## config.mk

```make
export PLATFORM = sky130hd
export DESIGN_NAME = signal_watchdog_mc
export DESIGN_NICKNAME = d
export VERILOG_FILES = /design/src/rtl/signal_watchdog_mc.sv
export SDC_FILE = /design/constraint.sdc
export NUM_CORES = 1
export LEC_CHECK = 0
export CAP_MARGIN = 10
export CORE_MARGIN = 5
export CORE_UTILIZATION = 47
export CTS_BUF_LIST = sky130_fd_sc_hd__clkbuf_8
export CTS_CLUSTER_DIAMETER = 150
export DETAILED_ROUTE_END_ITERATION = 10
export HOLD_SLACK_MARGIN = 0.06
export PLACE_DENSITY = 0.8
export SETUP_SLACK_MARGIN = 0.5
export SLEW_MARGIN = 20
export SYNTH_ARGS = -nofsm -noshare
export SYNTH_HDL_FRONTEND = slang
export SYNTH_SLANG_ARGS = --single-unit
```

## constraint.sdc

```tcl
create_clock -name clock_i -period 3.7 [get_ports clock_i]
set_input_delay 0.74 -clock clock_i [delete_from_list [all_inputs] [get_ports clock_i]]
set_output_delay 0.74 -clock clock_i [all_outputs]
set_load 0.005 [all_outputs]
```

## src/rtl/signal_watchdog_mc.sv

```systemverilog
// rtl/signal_watchdog_mc.sv - multi-channel DC-bias and SIGNAL-length receiver watchdog
// Issues a fixed receiver_rst pulse plus hold-off on a trip; reports cause and saturating trip counts.
module signal_watchdog_mc #(
    parameter int IQ_DATA_WIDTH = 16,
    parameter int NUM_CH        = 2,
    parameter int DC_WIN_LOG2   = 6,
    parameter int RST_PULSE_LEN = 4,
    parameter int HOLDOFF_LEN   = 32,
    parameter int CNT_WIDTH     = 16
) (
    input  logic                              clock_i,
    input  logic                              reset_i,
    input  logic                              enable_i,
    input  logic [NUM_CH*2*IQ_DATA_WIDTH-1:0] sample_in_i,
    input  logic                              sample_in_strobe_i,
    input  logic                              power_trigger_i,
    input  logic                              sig_valid_i,
    input  logic [15:0]                       signal_len_i,
    input  logic [15:0]                       min_signal_len_th_i,
    input  logic [15:0]                       max_signal_len_th_i,
    input  logic [DC_WIN_LOG2:0]              dc_running_sum_th_i,
    input  logic [1:0]                        mode_i,
    input  logic [NUM_CH-1:0]                 ch_mask_i,
    output logic                              receiver_rst_o,
    output logic [1:0]                        rst_cause_o,
    output logic [CNT_WIDTH-1:0]              dc_trip_count_o,
    output logic [CNT_WIDTH-1:0]              len_trip_count_o
);

    localparam int W         = IQ_DATA_WIDTH;
    localparam int CW        = DC_WIN_LOG2 + 1;
    localparam int SW        = DC_WIN_LOG2 + 2;
    localparam int WIN_LEN_I = 1 << DC_WIN_LOG2;
    localparam logic [SW-1:0] WIN_LEN = SW'(WIN_LEN_I);
    localparam int TMR_MAX   = (RST_PULSE_LEN > HOLDOFF_LEN) ? RST_PULSE_LEN : HOLDOFF_LEN;
    localparam int TMR_W     = (TMR_MAX > 1) ? $clog2(TMR_MAX) : 1;
    localparam int HOLD_LAST_I = (HOLDOFF_LEN > 0) ? HOLDOFF_LEN - 1 : 0;
    localparam logic [TMR_W-1:0] RST_LAST  = TMR_W'(RST_PULSE_LEN - 1);
    localparam logic [TMR_W-1:0] HOLD_LAST = TMR_W'(HOLD_LAST_I);

    typedef enum logic [1:0] {
        S_IDLE,
        S_RST,
        S_HOLD
    } state_t;

    state_t                          state_q, state_d;
    logic [TMR_W-1:0]                tmr_q, tmr_d;
    logic [DC_WIN_LOG2-1:0]          win_cnt_q, win_cnt_d;
    logic [NUM_CH-1:0][CW-1:0]       pos_i_q, pos_i_d;
    logic [NUM_CH-1:0][CW-1:0]       pos_q_q, pos_q_d;
    logic                            dc_trip_q, dc_trip_d;
    logic [1:0]                      cause_q, cause_d;
    logic [CNT_WIDTH-1:0]            dc_cnt_q, dc_cnt_d;
    logic [CNT_WIDTH-1:0]            len_cnt_q, len_cnt_d;

    logic                            win_run;
    logic                            win_end;
    logic                            len_bad;
    logic [NUM_CH-1:0][CW-1:0]       fin_i;
    logic [NUM_CH-1:0][CW-1:0]       fin_q;
    logic [NUM_CH-1:0]               ch_trip;

    // A count is biased if it reaches th, or if count + th does not exceed the window length.
    function automatic logic dc_biased(input logic [CW-1:0] cnt, input logic [CW-1:0] th);
        return (cnt >= th) || (({1'b0, cnt} + {1'b0, th}) <= WIN_LEN);
    endfunction

    assign win_run = enable_i && (state_q == S_IDLE);
    assign win_end = win_run && sample_in_strobe_i && (&win_cnt_q);
    assign len_bad = sig_valid_i && mode_i[1] &&
                     ((signal_len_i < min_signal_len_th_i) || (signal_len_i > max_signal_len_th_i));

    always_comb begin
        fin_i     = '0;
        fin_q     = '0;
        ch_trip   = '0;
        win_cnt_d = win_cnt_q;
        pos_i_d   = pos_i_q;
        pos_q_d   = pos_q_q;
        for (int k = 0; k < NUM_CH; k++) begin
            fin_i[k]   = pos_i_q[k] + CW'(~sample_in_i[k*2*W + 2*W - 1]);
            fin_q[k]   = pos_q_q[k] + CW'(~sample_in_i[k*2*W + W - 1]);
            ch_trip[k] = ch_mask_i[k] &&
                         (dc_biased(fin_i[k], dc_running_sum_th_i) ||
                          dc_biased(fin_q[k], dc_running_sum_th_i));
        end
        if (!win_run) begin
            win_cnt_d = '0;
            pos_i_d   = '0;
            pos_q_d   = '0;
        end else if (sample_in_strobe_i) begin
            win_cnt_d = win_cnt_q + DC_WIN_LOG2'(1);
            if (&win_cnt_q) begin
                pos_i_d = '0;
                pos_q_d = '0;
            end else begin
                pos_i_d = fin_i;
                pos_q_d = fin_q;
            end
        end
        dc_trip_d = win_end && mode_i[0] && power_trigger_i && (|ch_trip);
    end

    always_comb begin
        state_d   = state_q;
        tmr_d     = tmr_q;
        cause_d   = cause_q;
        dc_cnt_d  = dc_cnt_q;
        len_cnt_d = len_cnt_q;
        case (state_q)
            S_IDLE: begin
                if (dc_trip_q || len_bad) begin
                    state_d = S_RST;
                    tmr_d   = '0;
                    cause_d = {len_bad, dc_trip_q};
                    if (dc_trip_q && !(&dc_cnt_q)) begin
                        dc_cnt_d = dc_cnt_q + CNT_WIDTH'(1);
                    end
                    if (len_bad && !(&len_cnt_q)) begin
                        len_cnt_d = len_cnt_q + CNT_WIDTH'(1);
                    end
                end
            end
            S_RST: begin
                if (tmr_q == RST_LAST) begin
                    tmr_d   = '0;
                    state_d = (HOLDOFF_LEN == 0) ? S_IDLE : S_HOLD;
                end else begin
                    tmr_d = tmr_q + TMR_W'(1);
                end
            end
            S_HOLD: begin
                if (tmr_q == HOLD_LAST) begin
                    tmr_d   = '0;
                    state_d = S_IDLE;
                end else begin
                    tmr_d = tmr_q + TMR_W'(1);
                end
            end
            default: begin
                state_d = S_IDLE;
                tmr_d   = '0;
            end
        endcase
    end

    always_ff @(posedge clock_i) begin
        if (reset_i) begin
            state_q   <= S_IDLE;
            tmr_q     <= '0;
            win_cnt_q <= '0;
            pos_i_q   <= '0;
            pos_q_q   <= '0;
            dc_trip_q <= 1'b0;
            cause_q   <= '0;
            dc_cnt_q  <= '0;
            len_cnt_q <= '0;
        end else begin
            state_q   <= state_d;
            tmr_q     <= tmr_d;
            win_cnt_q <= win_cnt_d;
            pos_i_q   <= pos_i_d;
            pos_q_q   <= pos_q_d;
            dc_trip_q <= dc_trip_d;
            cause_q   <= cause_d;
            dc_cnt_q  <= dc_cnt_d;
            len_cnt_q <= len_cnt_d;
        end
    end

    assign receiver_rst_o   = (state_q == S_RST);
    assign rst_cause_o      = cause_q;
    assign dc_trip_count_o  = dc_cnt_q;
    assign len_trip_count_o = len_cnt_q;

endmodule

```

==> key figures <==
Outcome
  • Status: finished clean

Final layout
  • Non-filler instance count after layout: about 1.2k
  • Area delta synth->final: 35.3%
  • Util after Layout: 65.6%
  • Final nets: 1225
  • Most frequent cells in the layout: ha_1 (99), clkdlybuf4s50_1 (99), inv_1 (81)
  • ANT cells: 0
  • Layout cell share with drive strength beyond 1: 15.5%

Global routing
  • GRT busiest layer: met2
  • Initial antenna violation count: 0
  • Vias in the first global route: 6109
  • GRT met3 Usage: 3.63%
  • Tot GR Track Use: roughly a fifth
  • GR met2 Demand/Resource: a little under two fifths
  • Met1 Usage GRT: 26.6%
  • Grt total ovfl: 0
  • Wire length of the first global-routing pass: 28.7 mm
  • Pin count of the biggest net entering global routing: 35

Clock network
  • Reg clk slew, reported paths: about 0.09 ns
  • Cts bufs inserted: 9
  • Clock buffer depth: 2
  • Post-CTS Hold Buffers: 0
  • H-tree depth: 3
  • CTS tree: done
  • CTS root buf: clkbuf_8
  • Sink Count: 76
  • Worst-skew pair later-pin latency: around 0.36 ns

STA
  • Fmax achieved: about 300 MHz
  • Clock Skews: 0.00809 ns
  • RSZ-0062 raised after global routing: true
  • Final worst path period share: 89.3%
  • Max_slew headroom: 58.1%
  • Final Setup Violations: 0
  • Worst slew pin tran: approximately 0.63 ns
  • Slack of the critical path: about 0.40 ns
  • Final hold violation count: 0
  • Pins over their slew limit: 0
  • Final critical-path required period: 3.30 ns

Worst setup path
  • CP max-delay cell: or4_1
  • Setup crit start kind: input pin
  • Critical Path End Type: flip-flop
  • CP Buf/Inv Count: 2
  • RR Endpoint: dc_trip_q$_SDFF_PP0_
  • CP arrival: 3.55 ns
  • End of the critical path: dc_trip_q$_SDFF_PP0_
  • CP peak stage delay: around 0.49 ns
  • R2R depth: 12
  • Worst Setup SP: sample_in_i[15]
  • CP delay by family, top: simple AND/OR/NAND/NOR gates
  • Stages on the worst setup path: 12
  • Critical Path Fanout Max: 3
  • R2r setup slk: between 0.5 and 0.6 ns
  • WP data required: 3.95 ns
  • R2R Path Start: pos_q_q[7]$_SDFFE_PP0P_
  • Critical Setup Path Class: input pin to flip-flop
  • Worst path cell trace: dlygate4sd2_1 -> inv_1 -> ha_2 -> or3_4 -> nor3_2 -> xor2_1 -> ha_1 -> or4_1 -> nor4bb_2 -> a311o_1 -> o211ai_1 -> o21ai_1

Floorplan
  • Full die area: 0.0162 mm^2
  • Core Box Area: 0.0133 mm^2
  • Die H: approximately 130 um
  • IO Pins: 164
  • Die W: 127 um
  • Initial Util: about half
  • Num rows: 42

Logic synthesis
  • Synthesized area: ~0.0065 mm^2
  • Synth Instances: 808
  • Synth Flop Type: dfxtp_1
  • Net count after synthesis: 1049
  • Yosys cell types: 64
  • Mapped Avg Cell Area: 8.00 um^2
  • Synth Register Bits: 76
  • Seq/Total Area, Yosys: between 20% and 30%
  • Post-synth EDFFs: 0
  • Async S/R FF share, synth: 0%
  • Warnings, synthesis: 0

Power and ir drop
  • Sw Share: 39.4%
  • Reg power frac: 22.4%
  • VDD IR-drop max: about 0.28 mV
  • Combinational share of power: ~60%
  • Pint: approximately 2500 uW
  • Clk pwr share: 17.8%
  • Leak: 0.00372 uW
  • Pwr dens: 476 mW/mm^2
  • P_sw: 1640 uW

Job
  • Max cap viols: 0

Routing
  • TritonRoute pass-1 iters: 7
  • First DRT Iteration DRCs: 335
  • Final ANT Viol Nets: 0
  • Vias per cell: 5.51
  • Vias: about 6.4k
  • Total Routed Length: approximately 18 mm
  • Routed len/inst: 15.3 um
  • Post-route DRC: 0

Worst hold path
  • Hold Crit Start: rst_cause_o[0]$_SDFFE_PP0P_
  • Worst Hold Class: flip-flop to flip-flop

Placement
  • DPL Wire Length: 13.2 mm
  • Setup WS pre-CTS: -0.428 ns
  • Number of port buffers: about 100
  • Final RePlAce weighted congestion: 0.936
  • Placed Cells: between 1k and 1.5k
state kept, by name, summed over array words and instances (netlist names):
signal,count
state_q,2
pos_i_q,14
win_cnt_q,6
dc_trip_count_o,16
rst_cause_o,2
pos_q_q,14
len_trip_count_o,16
dc_trip_q,1
tmr_q,5
synthesized netlist by cell type, types with 3 or more instances:
cell	number	area (um^2)
o211ai_1	4	30.0
o31ai_1	6	45.0
o21bai_1	4	30.0
and4_1	4	35.0
nor4_1	4	25.0
a21o_1	5	37.5
inv_1	86	323
clkbuf_1	16	60.1
dfxtp_1	76	1520
or3_2	4	30.0
nand4_1	13	81.3
or3_1	15	93.8
nand2b_1	14	87.6
a211oi_1	3	22.5
nor3b_1	4	30.0
mux2i_1	6	60.1
o21ai_0	25	125
or4_1	11	82.6
xnor2_1	24	210
nor2_1	74	278
nor3_1	25	125
xor2_1	31	272
a31oi_1	4	25.0
and3_1	5	31.3
nand3_1	20	100
ha_1	108	1350
nor2b_1	14	87.6
a22oi_1	21	158
nand3b_1	4	30.0
a221oi_1	3	26.3
a21oi_1	61	305
nand2_1	61	229
fa_1	4	80.1
area by class of cell:
| type | instances | area [um^2] |
|---|---|---|
| timing repair buffer | 183 | 1630 |
| clock buffer | 9 | 124 |
| multi-input combinational | 628 | 4810 |
| sequential | 76 | 1520 |
| fill | 1069 | 4600 |
| inverter | 86 | 337 |
| tap | 176 | 220 |
| clock inverter | 7 | 106 |
through the flow:
step	instance area, um^2	hold slack, ns	power, uW	TNS (ns)
finish	8750	0.476	4170	0
global route	8750	0.501	4450	0
CTS	8680	0.482	4060	0
detailed placement	8240	0.470	3120	-0.428
global placement	8240	0.465	3060	-0.377
floorplan	6540	0.451	2340	0
cells by family (layout without fill, tap and decap cells):
family          Yosys count  count (layout)  synth area share, %
buf+inv                 104             285                 6.21
mux                       6               6                0.929
fa+ha+maj               112             112                 22.1
compound gates          169             169                 17.1
flops                    76              76                 23.5
xor+xnor                 55              55                 7.45
simple gates            286             286                 22.6
power by group through the flow:
stage          Combinational [uW]  Sequential [uW]  Clock, uW
4_1_cts                      2380              933        748
2_1_floorplan                1410              934          0
3_3_place_gp                 2120              943          0
3_5_place_dp                 2170              945          0
5_1_grt                      2720              943        792
6_report                     2490              934        740
metal layers:
metal | part of all wire [%] | up-vias | wire, um
met3 | 5.4 | 40 | 956
met4 | 2.6 | 0 | 463
met1 | 44 | 2979 | 7780
li1 | - | 3221 | -
met2 | 48 | 181 | 8650
met5 | 0 | - | 0
worst register-to-register path: cells and delay by family, from the launching register on:
kind / cells / cell delay (ns)
flops: 1 / 0.36
simple gates: 4 / 1.15
compound gates: 5 / 0.90
fa+ha+maj: 2 / 0.46
xor+xnor: 1 / 0.21
what timing repair did:
action,4_1_cts,5_1_grt
resized for setup,45,10
buffers inserted,8,2
hold endpoints to repair,0,0
pin swaps,36,8
endpoints found under the setup margin,1,3
how the worst min path moves through the flow:
| stage | cells past startpoint | slack [ns] | to |
|---|---|---|---|
| 3_5_place_dp | 2 | 0.47 | rst_cause_o[0]$_SDFFE_PP0P_ |
| 6_report | 2 | 0.48 | rst_cause_o[0]$_SDFFE_PP0P_ |
| 5_1_grt | 2 | 0.50 | rst_cause_o[1]$_SDFFE_PP0P_ |
| 2_1_floorplan | 2 | 0.45 | state_q[1]$_SDFFE_PP0P_ |
| 3_3_place_gp | 2 | 0.47 | rst_cause_o[1]$_SDFFE_PP0P_ |
| 4_1_cts | 2 | 0.48 | rst_cause_o[1]$_SDFFE_PP0P_ |
Note: power is estimated with default switching activity, not from simulation.
